`src/rtl/mips_mem_pkg.sv`:
```
// Shared encodings for the MEM stage: access-size codes and FSM states.
package mips_mem_pkg;

  localparam logic [1:0] SIZE_B = 2'b00;
  localparam logic [1:0] SIZE_H = 2'b01;
  localparam logic [1:0] SIZE_W = 2'b10;

  typedef enum logic {
    ST_IDLE = 1'b0,
    ST_WAIT = 1'b1
  } memState_t;

endpackage

```
`src/rtl/mem_access_unit_if.sv`:
```
// Data-memory request/acknowledge bus between the MEM stage and the data memory.
interface mem_access_unit_if;
  logic        dmem_req;
  logic        dmem_we;
  logic [31:0] dmem_addr;
  logic [3:0]  dmem_be;
  logic [31:0] dmem_wdata;
  logic [31:0] dmem_rdata;
  logic        dmem_ack;

  modport master (
    output dmem_req, dmem_we, dmem_addr, dmem_be, dmem_wdata,
    input  dmem_rdata, dmem_ack
  );

  modport slave (
    input  dmem_req, dmem_we, dmem_addr, dmem_be, dmem_wdata,
    output dmem_rdata, dmem_ack
  );
endinterface

```
`src/rtl/mem_access_unit_lane_align.sv`:
```
// Byte-lane steering: store enables/replication, load extraction/extension,
// and misalignment detection. Purely combinational.
module mem_lane_align
  import mips_mem_pkg::*;
(
  input  logic [1:0]  size,
  input  logic [1:0]  addrLow,
  input  logic        isUnsigned,
  input  logic [31:0] storeData,
  input  logic [31:0] loadWord,
  output logic [3:0]  byteEn,
  output logic [31:0] laneData,
  output logic [31:0] loadData,
  output logic        misalign
);

  logic [7:0]  byteSel;
  logic [15:0] halfSel;

  // Pick the addressed byte and half-word out of the returned word.
  always_comb begin
    byteSel = loadWord[7:0];
    case (addrLow)
      2'd0: byteSel = loadWord[7:0];
      2'd1: byteSel = loadWord[15:8];
      2'd2: byteSel = loadWord[23:16];
      2'd3: byteSel = loadWord[31:24];
      default: byteSel = loadWord[7:0];
    endcase
    halfSel = addrLow[1] ? loadWord[31:16] : loadWord[15:0];
  end

  // Size-dependent lane enables, store replication, load extension and alignment check.
  always_comb begin
    byteEn   = 4'b0000;
    laneData = 32'd0;
    loadData = 32'd0;
    misalign = 1'b0;
    case (size)
      SIZE_B: begin
        byteEn   = 4'b0001 << addrLow;
        laneData = {4{storeData[7:0]}};
        loadData = isUnsigned ? {24'd0, byteSel} : {{24{byteSel[7]}}, byteSel};
      end
      SIZE_H: begin
        misalign = addrLow[0];
        byteEn   = addrLow[1] ? 4'b1100 : 4'b0011;
        laneData = {2{storeData[15:0]}};
        loadData = isUnsigned ? {16'd0, halfSel} : {{16{halfSel[15]}}, halfSel};
      end
      default: begin
        misalign = (addrLow != 2'b00);
        byteEn   = 4'b1111;
        laneData = storeData;
        loadData = loadWord;
      end
    endcase
  end

endmodule

```
`src/rtl/mem_access_unit.sv`:
```
// MEM pipeline stage: accepts one EX/MEM op at a time, runs loads/stores on the
// data-memory bus with a request timeout, and presents the result to MEM/WB.
//
// state   | meaning
// --------+-----------------------------------------------------------
// ST_IDLE | ready for a new op; no memory request outstanding
// ST_WAIT | dmem_req held, waiting for dmem_ack or the timeout
module mem_access_unit
  import mips_mem_pkg::*;
#(
  parameter int TIMEOUT = 16
) (
  input  logic                      clock,
  input  logic                      rst,
  input  logic                      ex_valid,
  input  logic                      ex_MemRead,
  input  logic                      ex_MemWrite,
  input  logic                      ex_MemtoReg,
  input  logic                      ex_RegWrite,
  input  logic [4:0]                ex_WriteReg,
  input  logic [31:0]               ex_ALUResult,
  input  logic [31:0]               ex_WriteData,
  input  logic [1:0]                ex_size,
  input  logic                      ex_unsigned,
  output logic                      mem_stall,
  mem_access_unit_if.master         dmemBus,
  output logic                      mem_valid,
  output logic [31:0]               ReadData,
  output logic [31:0]               address,
  output logic [4:0]                WriteReg,
  output logic                      RegWrite,
  output logic                      MemtoReg,
  output logic                      mem_misalign,
  output logic                      bus_err
);

  localparam int TO_W = $clog2(TIMEOUT + 1);

  memState_t state, nextState;
  logic [TO_W-1:0] waitCnt;

  logic        opWrite, opUnsigned, opRegWrite, opMemtoReg;
  logic [1:0]  opSize;
  logic [4:0]  opWriteReg;
  logic [31:0] opAddress;

  logic [1:0]  alnSize, alnAddrLow;
  logic        alnUnsigned, alnMisalign;
  logic [3:0]  alnBe;
  logic [31:0] alnWdata, alnLoad;

  logic idlePass, idleMisalign, idleStart, waitAck, waitTimeout;

  // In WAIT the aligner works on the captured op so the load lane matches the request.
  assign alnSize     = (state == ST_WAIT) ? opSize          : ex_size;
  assign alnAddrLow  = (state == ST_WAIT) ? opAddress[1:0]  : ex_ALUResult[1:0];
  assign alnUnsigned = (state == ST_WAIT) ? opUnsigned      : ex_unsigned;

  mem_lane_align uAlign (
    .size       (alnSize),
    .addrLow    (alnAddrLow),
    .isUnsigned (alnUnsigned),
    .storeData  (ex_WriteData),
    .loadWord   (dmemBus.dmem_rdata),
    .byteEn     (alnBe),
    .laneData   (alnWdata),
    .loadData   (alnLoad),
    .misalign   (alnMisalign)
  );

  assign mem_stall = (state == ST_WAIT);

  // State register.
  always_ff @(posedge clock) begin
    if (rst) state <= ST_IDLE;
    else     state <= nextState;
  end

  // Next-state and per-cycle event decode; ack takes priority over timeout.
  always_comb begin
    nextState    = state;
    idlePass     = 1'b0;
    idleMisalign = 1'b0;
    idleStart    = 1'b0;
    waitAck      = 1'b0;
    waitTimeout  = 1'b0;
    case (state)
      ST_IDLE: begin
        if (ex_valid) begin
          if (!(ex_MemRead || ex_MemWrite)) begin
            idlePass = 1'b1;
          end else if (alnMisalign) begin
            idleMisalign = 1'b1;
          end else begin
            idleStart = 1'b1;
            nextState = ST_WAIT;
          end
        end
      end
      ST_WAIT: begin
        if (dmemBus.dmem_ack) begin
          waitAck   = 1'b1;
          nextState = ST_IDLE;
        end else if (waitCnt == TO_W'(TIMEOUT - 1)) begin
          waitTimeout = 1'b1;
          nextState   = ST_IDLE;
        end
      end
      default: nextState = ST_IDLE;
    endcase
  end

  // Cycles spent in WAIT without an ack; cleared whenever WAIT is left or entered.
  always_ff @(posedge clock) begin
    if (rst)                                            waitCnt <= '0;
    else if (state == ST_WAIT && nextState == ST_WAIT) waitCnt <= waitCnt + 1'b1;
    else                                                waitCnt <= '0;
  end

  // Memory bus, captured op and MEM/WB output registers.
  always_ff @(posedge clock) begin
    if (rst) begin
      dmemBus.dmem_req   <= 1'b0;
      dmemBus.dmem_we    <= 1'b0;
      dmemBus.dmem_addr  <= 32'd0;
      dmemBus.dmem_be    <= 4'd0;
      dmemBus.dmem_wdata <= 32'd0;
      opWrite    <= 1'b0;
      opUnsigned <= 1'b0;
      opRegWrite <= 1'b0;
      opMemtoReg <= 1'b0;
      opSize     <= 2'd0;
      opWriteReg <= 5'd0;
      opAddress  <= 32'd0;
      mem_valid    <= 1'b0;
      ReadData     <= 32'd0;
      address      <= 32'd0;
      WriteReg     <= 5'd0;
      RegWrite     <= 1'b0;
      MemtoReg     <= 1'b0;
      mem_misalign <= 1'b0;
      bus_err      <= 1'b0;
    end else begin
      mem_valid    <= 1'b0;
      mem_misalign <= 1'b0;
      bus_err      <= 1'b0;
      if (idlePass || idleMisalign) begin
        mem_valid    <= 1'b1;
        mem_misalign <= idleMisalign;
        address      <= ex_ALUResult;
        WriteReg     <= ex_WriteReg;
        RegWrite     <= ex_RegWrite & ~idleMisalign;
        MemtoReg     <= ex_MemtoReg;
        ReadData     <= 32'd0;
      end
      if (idleStart) begin
        dmemBus.dmem_req   <= 1'b1;
        dmemBus.dmem_we    <= ex_MemWrite;
        dmemBus.dmem_addr  <= {ex_ALUResult[31:2], 2'b00};
        dmemBus.dmem_be    <= alnBe;
        dmemBus.dmem_wdata <= alnWdata;
        opWrite    <= ex_MemWrite;
        opUnsigned <= ex_unsigned;
        opRegWrite <= ex_RegWrite;
        opMemtoReg <= ex_MemtoReg;
        opSize     <= ex_size;
        opWriteReg <= ex_WriteReg;
        opAddress  <= ex_ALUResult;
      end
      if (waitAck || waitTimeout) begin
        dmemBus.dmem_req <= 1'b0;
        mem_valid <= 1'b1;
        bus_err   <= waitTimeout;
        address   <= opAddress;
        WriteReg  <= opWriteReg;
        RegWrite  <= opRegWrite & ~waitTimeout;
        MemtoReg  <= opMemtoReg;
        ReadData  <= (waitAck && !opWrite) ? alnLoad : 32'd0;
      end
    end
  end

endmodule

```
`src/flat_wrapper.sv`:
```
// flat-port wrapper written by rule: the top's interface ports become plain ports
module mem_access_unit_flat import mips_mem_pkg::*;
#(
  parameter int TIMEOUT = 16
)
  (clock, rst, ex_valid, ex_MemRead, ex_MemWrite, ex_MemtoReg, ex_RegWrite, ex_WriteReg, ex_ALUResult, ex_WriteData, ex_size, ex_unsigned, mem_stall, mem_valid, ReadData, address, WriteReg, RegWrite, MemtoReg, mem_misalign, bus_err, dmemBus_dmem_req, dmemBus_dmem_we, dmemBus_dmem_addr, dmemBus_dmem_be, dmemBus_dmem_wdata, dmemBus_dmem_rdata, dmemBus_dmem_ack);
  mem_access_unit_if dmemBus_i ();
  input  logic clock;
  input  logic rst;
  input  logic ex_valid;
  input  logic ex_MemRead;
  input  logic ex_MemWrite;
  input  logic ex_MemtoReg;
  input  logic ex_RegWrite;
  input  logic [4:0] ex_WriteReg;
  input  logic [31:0] ex_ALUResult;
  input  logic [31:0] ex_WriteData;
  input  logic [1:0] ex_size;
  input  logic ex_unsigned;
  output logic mem_stall;
  output logic mem_valid;
  output logic [31:0] ReadData;
  output logic [31:0] address;
  output logic [4:0] WriteReg;
  output logic RegWrite;
  output logic MemtoReg;
  output logic mem_misalign;
  output logic bus_err;
  output wire logic [$bits(dmemBus_i.dmem_req)-1:0] dmemBus_dmem_req;
  output wire logic [$bits(dmemBus_i.dmem_we)-1:0] dmemBus_dmem_we;
  output wire logic [$bits(dmemBus_i.dmem_addr)-1:0] dmemBus_dmem_addr;
  output wire logic [$bits(dmemBus_i.dmem_be)-1:0] dmemBus_dmem_be;
  output wire logic [$bits(dmemBus_i.dmem_wdata)-1:0] dmemBus_dmem_wdata;
  input wire logic [$bits(dmemBus_i.dmem_rdata)-1:0] dmemBus_dmem_rdata;
  input wire logic [$bits(dmemBus_i.dmem_ack)-1:0] dmemBus_dmem_ack;
  assign dmemBus_dmem_req = dmemBus_i.dmem_req;
  assign dmemBus_dmem_we = dmemBus_i.dmem_we;
  assign dmemBus_dmem_addr = dmemBus_i.dmem_addr;
  assign dmemBus_dmem_be = dmemBus_i.dmem_be;
  assign dmemBus_dmem_wdata = dmemBus_i.dmem_wdata;
  assign dmemBus_i.dmem_rdata = dmemBus_dmem_rdata;
  assign dmemBus_i.dmem_ack = dmemBus_dmem_ack;
  mem_access_unit #(.TIMEOUT(TIMEOUT)) u_core (.clock(clock), .rst(rst), .ex_valid(ex_valid), .ex_MemRead(ex_MemRead), .ex_MemWrite(ex_MemWrite), .ex_MemtoReg(ex_MemtoReg), .ex_RegWrite(ex_RegWrite), .ex_WriteReg(ex_WriteReg), .ex_ALUResult(ex_ALUResult), .ex_WriteData(ex_WriteData), .ex_size(ex_size), .ex_unsigned(ex_unsigned), .mem_stall(mem_stall), .dmemBus(dmemBus_i), .mem_valid(mem_valid), .ReadData(ReadData), .address(address), .WriteReg(WriteReg), .RegWrite(RegWrite), .MemtoReg(MemtoReg), .mem_misalign(mem_misalign), .bus_err(bus_err));
endmodule
```
`config.mk`:
```
export PLATFORM = sky130hd
export DESIGN_NAME = mem_access_unit_flat
export DESIGN_NICKNAME = d
export VERILOG_FILES = /design/src/rtl/mips_mem_pkg.sv /design/src/rtl/mem_access_unit_if.sv /design/src/rtl/mem_access_unit_lane_align.sv /design/src/rtl/mem_access_unit.sv /design/src/flat_wrapper.sv
export SDC_FILE = /design/constraint.sdc
export NUM_CORES = 1
export LEC_CHECK = 0
export ABC_AREA = 1
export BUFFER_PORTS_ARGS = -buffer_cell sky130_fd_sc_hd__clkbuf_2
export CAP_MARGIN = 40
export CORE_UTILIZATION = 52
export CTS_BUF_LIST = sky130_fd_sc_hd__clkbuf_4 sky130_fd_sc_hd__clkbuf_8
export DETAILED_ROUTE_END_ITERATION = 10
export PLACE_DENSITY = 0.82
export SKIP_LAST_GASP = 1
export SLEW_MARGIN = 20
export SYNTH_ARGS = -nofsm -noshare
export SYNTH_HDL_FRONTEND = slang
export SYNTH_SLANG_ARGS = --single-unit
export TNS_END_PERCENT = 50
```
`constraint.sdc`:
```
create_clock -name clock -period 2.5 [get_ports clock]
set_input_delay 0 -clock clock [delete_from_list [all_inputs] [get_ports clock]]
set_output_delay 0 -clock clock [all_outputs]
set_load 0.1 [all_outputs]
```
==> flow_summary.ini, run 1 <==
[placement]
port_buffers = 254
place_hpwl_um = 15360
gp_congestion = 0.9728

[setup_path]
cp_slowest_cell = dlygate4sd3_1
crit_required_ps = 2890
r2r_slack_ps = 140
rr_startpoint = u_core.mem_stall
rr_worst_depth = 9
end_kind = register
cp_cell_sequence = buf_4 > nand2_1 > nand2_2 > nand2_2 > nand2_2 > nand3_4 > a31o_1 > dlygate4sd3_1 > a21oi_1
max_stage_delay_ps = 560
crit_arrival_ps = 2760
r2r_end = u_core.dmemBus.dmem_wdata[31]
crit_path_start_kind = register
critical_path_class = register to register
crit_top_cell = nand2_2
critical_path.max_fanout = 14

[timing]
hold_violations = 0
fin_crit_sh_pct = 94.57
skew_ps = 12.57
setup_viol = 0
rsz0062_at_grt = true
fmax_mhz = 423.0
final.setup.tns_ps = 0
max_slew_margin_pct = 57.60
min_period_ps = 2364
max_slew.worst_pin.slew_ps = 632.5
drv_slew = 0

[clock_network]
cts-root-buf = clkbuf_8
cts_buffers = 17
path_clk_slew_ps = 80
worst_skew_pair.late_latency_ps = 470
cts_max_level = 4
post_cts_buffers = 0
clk_path_buf_depth = 2
tritoncts = done
cts.sink_count = 160

[cells_and_area]
nFillCells = 1098
diodes = 0
synthToLayoutAreaGrowth_pct = 34.74
drive_above_1_share_pct = 23.99
multi_input_area_mm2 = 0.003354
seq_area_mm2 = 0.003203
nets = 1512

[drt]
vias = 8426
drc = 0
drtPass1Iterations = 6
antenna_left = 0
wire_per_inst_um = 15.54
via_per_inst = 5.303
totalWireLength_um = 24700
drt_iter0_markers = 729

[synthesis]
yosysWarnings = 0
syn_area_mm2 = 0.007550
ys_seq_elements = 160
avgSynthCellArea_um2 = 6.914
synthArstFlopShare_pct = 0
ys_top_cells_by_area = dfxtp_1 42%, nand2_1 15%, a21oi_1 11%
synth_cell_types = 33
ys_top_cells_by_count = 296 x nand2_1, 170 x a21oi_1, 160 x dfxtp_1
synth_edf_count = 0
synth_top_cell_by_area = dfxtp_1
ys_seq_area_share_pct = 42.43
synthFlopType = dfxtp_1
synth_top_area_share_pct = 42.43
yosysMostFrequentCell = nand2_1
syn_inst = 1092

[pwr]
leakage_uw = 0.004715
ir_worst_vdd_v = 0.0004721
power_density_mw_per_mm2 = 761.3
p_total_uw = 7745

[grt]
grt_pass1_vias = 8061
grt_max_degree = 85
antenna_found_initial = 0
track_usage_pct = 32.83
grt.overflow.total = 0
grt_pass1_wl_um = 38340

[hold_path]
hold_depth = 5
hold_end = u_core.dmemBus.dmem_wdata[11]
hold_path.class = primary input to register
hp-start = ex_WriteData[11]

[die]
start_util_pct = 53.76
fp.dieArea_mm2 = 0.01501
num_rows = 43
die_w_um = 122.5
ioPinCount = 257
die_h_um = 122.5
fp.coreArea_mm2 = 0.01404

[run]
drv_cap = 0

[outcome]
outcome = completed
==> cell families after synthesis <==
family	count (synthesis)	share of synthesized area, %
simple gates	402	22.16
compound gates	315	21.35
buf+inv	211	13.57
flops	160	42.43
fa+ha+maj	2	0.3314
xor+xnor	1	0.1160
other cells	1	0.04967
==> per-stage QoR <==
step | area, um^2 | utilization, % | cells | hold slack [ps] | worst slack (ps)
floorplan | 7553 | - | 1093 | 78.03 | 167.6
global placement | 8682 | 61.83 | 1449 | 218.7 | 311.1
detailed placement | 8682 | 61.83 | 1449 | 211.6 | 273.2
CTS | 10130 | 72.17 | 1587 | 15.80 | 23.70
global route | 10170 | 72.44 | 1589 | 34.43 | -37.52
finish | 10170 | 72.44 | 1589 | 41.22 | 135.7
==> area by class of cell <==
class / count / share of cell area [%]
clock buffers: 20 / 2.645
well taps: 180 / 2.214
flip-flops and latches: 160 / 31.49
multi-input cells: 723 / 32.98
inverters: 112 / 4.182
repair buffers: 384 / 25.49
clock inverters: 10 / 1.009
==> state kept, by name, indices dropped and copies added, names as in the netlist, 2 cells and up <==
register / cells
u_core.ReadData: 32
u_core.address: 32
u_core.opWriteReg: 5
u_core.dmemBus.dmem_wdata: 32
u_core.waitCnt: 5
u_core.opAddress: 31
u_core.dmemBus.dmem_be: 4
u_core.WriteReg: 5
u_core.opSize: 2
==> timing repair <==
item                       in CTS  in global routing
hold endpoints to repair      140                  0
setup endpoints to repair       0                  6
resized for setup               0                  1
hold buffers                  108                  0
==> cells in the final DEF (no fill, tap or decap), types with 4 or more instances in the layout <==
master         synthesis  routed
nand2_2                7       7
inv_6                  0       4
nand2_1              296     296
or2_2                  5       5
buf_12                 0       6
nor2_1                44      44
inv_1                108     106
nand3_1               36      36
nand3_4                3       4
buf_4                 34      16
clkbuf_2               0     253
dlygate4sd3_1          0     108
o21ai_0              129     129
clkbuf_8               0      19
a21oi_1              170     170
dfxtp_1              160     160
o211ai_1               7       7
==> per-layer routing <==
layer | up-vias | GRT usage, % | part of all wire, %
met4 | 0 | 19.13 | 4.5
li1 | 4089 | - | -
met5 | - | 0 | 0
met1 | 3776 | 36.41 | 38
met2 | 449 | 55.93 | 49
met3 | 112 | 9.294 | 8.8
==> worst max-delay path by stage <==
stage                       from                       endpoint  slack (ps)  cells past startpoint
6_report        u_core.mem_stall  u_core.dmemBus.dmem_wdata[31]         140                      9
5_1_grt         u_core.mem_stall  u_core.dmemBus.dmem_wdata[31]         -40                      9
4_1_cts         u_core.mem_stall  u_core.dmemBus.dmem_wdata[31]          20                      9
3_5_place_dp   u_core.waitCnt[0]              u_core.waitCnt[2]         270                     10
3_3_place_gp   u_core.waitCnt[0]              u_core.waitCnt[2]         310                     10
2_1_floorplan   u_core.mem_stall            u_core.ReadData[22]         170                     11
==> power by group <==
part | internal (uW) | switching, uW | total [uW]
Combinational | 654 | 2370 | 3020
Clock | 853 | 991 | 1840
Sequential | 2770 | 116 | 2880
==> worst max-delay path, delay by kind of cell, from the launching register on <==
| family | cells | cell delay (ps) |
|---|---|---|
| DFF | 1 | 420 |
| and+or+nand+nor | 5 | 720 |
| buffers and inverters | 2 | 760 |
| AOI/OAI and AO/OA | 2 | 390 |
No activity file was read; power rests on OpenSTA's default activity.
==> run 2: changes to the inputs <==
- CORE_ASPECT_RATIO: not set -> 1.75
==> run 2 against run 1 <==
- routed wire length decreased by 0.10%
- first-iteration DRC count decreased by 31%
- cell count about the same
- die area increased by 0.12%
- sequential power about the same
- clock skew increased by 11 ps
- fmax increased by 4.3%
- hold slack improved by 5.3 ps
- worst setup slack improved by 97 ps
- critical endpoint is now u_core.address[18]
- largest cell class unchanged
- highest routed layer unchanged
==> flow_summary.ini, run 2 (synthesis gave the netlist of run 1 again) <==
[outcome]
outcome = completed

[drt]
drt_iter0_markers = 506
drtPass1Iterations = 7
totalWireLength_um = 24670
vias = 8604
antenna_left = 0
wire_per_inst_um = 15.54
drc = 0
via_per_inst = 5.418

[clock_network]
path_clk_slew_ps = 100
cts_max_level = 4
cts-root-buf = clkbuf_8
worst_skew_pair.late_latency_ps = 450
tritoncts = done
cts_buffers = 17
cts.sink_count = 160
clk_path_buf_depth = 2

[die]
die_h_um = 161.4
ioPinCount = 257
fp.coreArea_mm2 = 0.01405
num_rows = 57
fp.dieArea_mm2 = 0.01502
start_util_pct = 53.74
die_w_um = 93.09

[pwr]
p_sw_uw = 3526
power_density_mw_per_mm2 = 767.3
p_total_uw = 7802
pwr-share-clk_pct = 24.8
p_int_uw = 4276
seqPwrFrac_pct = 36.9
leakage_uw = 0.004720
p_sw_share_pct = 45.19
combinationalPowerShare_pct = 38.3
ir_worst_vdd_v = 0.0003998

[setup_path]
crit_arrival_ps = 2640
crit_required_ps = 2870
critical_path_class = register to register
critical_path.max_fanout = 71
r2r_end = u_core.address[18]
rr_startpoint = u_core.mem_stall
end_kind = register
r2r_slack_ps = 230
rr_worst_depth = 10
crit_path_start_kind = register

[timing]
skew_ps = 23.85
fmax_mhz = 441.0
fin_hold_ws_ps = 46.47
drv_slew = 0
fin_crit_sh_pct = 90.71
final.setup.tns_ps = 0
max_slew.worst_pin.slew_ps = 698.8
max_slew_margin_pct = 53.35
rsz0062_at_grt = false
hold_violations = 0
min_period_ps = 2268
setup_viol = 0

[placement]
gp_congestion = 0.9571
place_hpwl_um = 15420
port_buffers = 254

[cells_and_area]
post-route-util_pct = 72.38
final_cell_mix = 296 x nand2_1, 253 x clkbuf_2, 170 x a21oi_1, 160 x dfxtp_1, 129 x o21ai_0
synthToLayoutAreaGrowth_pct = 34.69
drive_above_1_share_pct = 24.11
final_common_cell = nand2_1
nets = 1511
reg_top3 = u_core.ReadData x32, u_core.address x32, u_core.dmemBus.dmem_wdata x32

[run]
drv_cap = 0

[hold_path]
hold_depth = 3
hp-start = rst
hold_path.class = primary input to register
hold_end = u_core.ReadData[8]

[grt]
grt_max_degree = 76
grt_pass1_wl_um = 38560
grt_pass1_vias = 8313
track_usage_pct = 32.39
antenna_found_initial = 1
grt.overflow.total = 0
## run 2: final cells by class
class / instances / area (um^2)
Timing Repair Buffer: 384 / 2572
Inverter: 112 / 427.9
Sequential cell: 160 / 3203
Multi-Input combinational cell: 722 / 3337
Clock buffer: 19 / 261.5
Fill cell: 1104 / 3881
Clock inverter: 13 / 142.6
Antenna cell: 1 / 2.502
Tap cell: 177 / 221.5
## run 2: metrics by stage
step	worst slack [ps]	cell area [um^2]	std cells
5_1_grt	17.15	10170	1588
3_5_place_dp	202.3	8688	1448
3_3_place_gp	292.4	8661	1447
4_1_cts	187.2	10160	1587
2_1_floorplan	167.6	7553	1093
6_report	232.2	10170	1588
## run 2: power groups by stage
stage / Combinational, uW / Sequential (uW) / Clock, uW
3_3_place_gp: 2770 / 2930 / 0
3_5_place_dp: 2800 / 2940 / 0
4_1_cts: 2940 / 2880 / 1960
5_1_grt: 3150 / 2900 / 2060
2_1_floorplan: 1330 / 3950 / 0
6_report: 2990 / 2880 / 1930
## run 2: routing by layer
| layer | share of wire, % | wire length, um | track usage, % |
|---|---|---|---|
| met4 | 7.1 | 1752 | 25.10 |
| met2 | 50 | 12290 | 55.82 |
| met5 | 0 | 0 | 0 |
| met1 | 36 | 8843 | 33.58 |
| met3 | 7.2 | 1783 | 6.780 |
## run 2: critical path, cell delays in order, from the launching register on
cell,delay (ps)
dfxtp_1,610
inv_4,160
nand2_1,110
o21ai_2,90
nand2_1,150
nand2_2,90
nand2_2,100
nand3_4,100
inv_6,420
nand2_1,180
a21oi_1,190
## run 2: repair_timing
action                                 in CTS  in global routing
hold buffers                              107                  0
endpoints found under the hold margin     143                  0
gates resized for setup                     0                  1
buffers inserted                            0                  0
setup endpoints to repair                   0                 51
## run 2: worst max path at each step
| stage | from | endpoint | slack [ps] |
|---|---|---|---|
| floorplan | u_core.mem_stall | u_core.ReadData[22] | 170 |
| global placement | u_core.waitCnt[0] | u_core.ReadData[30] | 290 |
| detailed placement | u_core.mem_stall | u_core.ReadData[21] | 200 |
| CTS | u_core.mem_stall | u_core.ReadData[31] | 190 |
| global route | u_core.mem_stall | u_core.address[18] | 20 |
| finish | u_core.mem_stall | u_core.address[18] | 230 |
==> run 3: changes to the inputs <==
- CELL_PAD_IN_SITES_DETAIL_PLACEMENT: not set -> 1
- CELL_PAD_IN_SITES_GLOBAL_PLACEMENT: not set -> 1
- CORE_UTILIZATION: 52 -> 36
- CTS_CLUSTER_DIAMETER: not set -> 60
- PLACE_DENSITY: 0.82 -> not set
- PLACE_DENSITY_LB_ADDON: not set -> 0.1
- clock period: 2.5 -> 2.6 ns (I/O delays scaled with it)
==> run 3 against run 2 <==
- critical path depth shrank 1
- clock skew decreased by 14 ps
- clock power increased by 2%
- die area rose by 44%
- combinational power down 4%
- critical endpoint is now u_core.dmemBus.dmem_wdata[31]
- highest routed layer unchanged
- the run now ends with design-rule violations left
- non-clock buffer count unchanged
==> flow_summary.ini, run 3 (synthesis gave the netlist of run 1 again) <==
[setup_path]
worstSetupEndpoint = u_core.dmemBus.dmem_wdata[31]
path_buf_inv = 4
cp.depth = 9
r2r_end = u_core.dmemBus.dmem_wdata[31]
cp-startpoint = u_core.mem_stall
cp_slowest_cell = dlygate4sd3_1
crit_path_start_kind = register
crit_required_ps = 2990
cp_cell_sequence = buf_4 > o21ai_2 > buf_4 > nor2_2 > buf_4 > nand2_1 > a31o_1 > dlygate4sd3_1 > a21oi_1
r2r_slack_ps = 160
max_stage_delay_ps = 550
crit_arrival_ps = 2830
critical_path.max_fanout = 22
rr_startpoint = u_core.mem_stall
rr_worst_depth = 9
critical_path_class = register to register
crit_top_cell = buf_4
critical_path.top_delay_family = buffers and inverters
end_kind = register

[die]
die_w_um = 111.5
fp.coreArea_mm2 = 0.02046
die_h_um = 193.6
start_util_pct = 36.90
fp.dieArea_mm2 = 0.02158
num_rows = 69
ioPinCount = 257

[cells_and_area]
post-route-util_pct = 50.15
synthToLayoutAreaGrowth_pct = 35.91
nFillCells = 2696
multi_input_area_mm2 = 0.003337
final_common_cell = nand2_1
nets = 1511
drive_above_1_share_pct = 23.97
seq_area_mm2 = 0.003204
reg_top3 = u_core.ReadData x32, u_core.address x32, u_core.dmemBus.dmem_wdata x32
final_cell_mix = 296 x nand2_1, 253 x clkbuf_2, 170 x a21oi_1, 159 x dfxtp_1, 129 x o21ai_0
diodes = 0
stdcell_area_mm2 = 0.01026

[grt]
grt_pass1_vias = 8626
grt_max_degree = 76
track_usage_pct = 25.56
grt.overflow.total = 0
antenna_found_initial = 0
grt_pass1_wl_um = 43650

[timing]
setup_viol = 0
hold_violations = 0
max_slew.worst_pin.slew_ps = 799.9
min_period_ps = 2438
fin_hold_ws_ps = 20.06
skew_ps = 9.511
rsz0062_at_grt = false
fin_crit_sh_pct = 93.77
final.setup.tns_ps = 0
drv_slew = 0
fmax_mhz = 410.2
max_slew_margin_pct = 46.67

[hold_path]
hold_depth = 4
hold_path.class = primary input to register

[clock_network]
post_cts_buffers = 0
cts-root-buf = clkbuf_8
cts_max_level = 4
path_clk_slew_ps = 90
worst_skew_pair.late_latency_ps = 470
cts_buffers = 17
tritoncts = done
clk_path_buf_depth = 2
cts.sink_count = 160

[drt]
totalWireLength_um = 26920
wire_per_inst_um = 16.24
drc = 16
drtPass1Iterations = 8
via_per_inst = 4.975
drt_iter0_markers = 308
antenna_left = 0
vias = 8248

[pwr]
power_density_mw_per_mm2 = 742.5
ir_worst_vdd_v = 0.0002793
leakage_uw = 0.004722

[placement]
place_area_mm2 = 0.008737
place_hpwl_um = 18090
port_buffers = 254
gp_congestion = 0.8192

[outcome]
outcome = finished with violations
violations = design-rule violations

[run]
drv_cap = 0
-- run 3: cell types whose count changed in the layout (fill, tap and decap cells not counted), sizes merged --
cell / delta
inv: -6
buf: -3
clkbuf: +3
dlygate4sd3: +3
bufinv: +2
clkinv: +1
diode: -1
-- run 3: cell type report --
| cell class | count | area share [%] |
|---|---|---|
| multi-input combinational | 722 | 32.52 |
| sequential | 160 | 31.23 |
| timing repair buffer | 384 | 25.01 |
| inverter | 112 | 4.146 |
| tap | 248 | 3.024 |
| clock buffer | 22 | 2.768 |
| clock inverter | 10 | 1.305 |
-- run 3: per-stage QoR --
stage	setup WS, ps	cells	total power, uW
final	162.0	1658	7619
after detailed placement	144.4	1516	5573
after floorplan	267.6	1093	5074
after CTS	21.33	1658	7705
after global placement	200.9	1516	5541
after global routing	11.20	1658	7995
-- run 3: worst reg2reg max path: cells and delay by family, from the launching register on --
kind / cells / cell delay, ps
buf+inv: 4 / 1220
flops: 1 / 450
compound gates: 3 / 410
simple gates: 2 / 290
-- run 3: how the worst min path moves through the flow --
stage | endpoint | start | slack, ps
after detailed placement | u_core.bus_err | dmemBus_dmem_ack | 190
after floorplan | u_core.bus_err | dmemBus_dmem_ack | 80
after global placement | u_core.bus_err | dmemBus_dmem_ack | 190
final | u_core.ReadData[6] | dmemBus_dmem_rdata[6] | 20
after global routing | u_core.ReadData[6] | dmemBus_dmem_rdata[6] | 0.4
after CTS | u_core.ReadData[6] | dmemBus_dmem_rdata[6] | 3
-- run 3: metal layers --
| metal | global-route usage, % | routed length (um) | up-vias |
|---|---|---|---|
| met2 | 47.96 | 14480 | 227 |
| li1 | - | - | 4085 |
| met1 | 26.73 | 10200 | 3863 |
| met5 | 0 | 0 | - |
| met3 | 5.044 | 1158 | 73 |
| met4 | 12.46 | 1081 | 0 |
-- run 3: report_power, final --
group / switching [uW] / internal, uW
clock network: 944 / 1030
registers: 111 / 2660
logic: 2270 / 601
-- run 3: timing repair --
action                                 CTS  global route
resized for setup                        0             2
setup endpoints to repair                0             8
endpoints found under the hold margin  147             0
hold buffers                           110             0
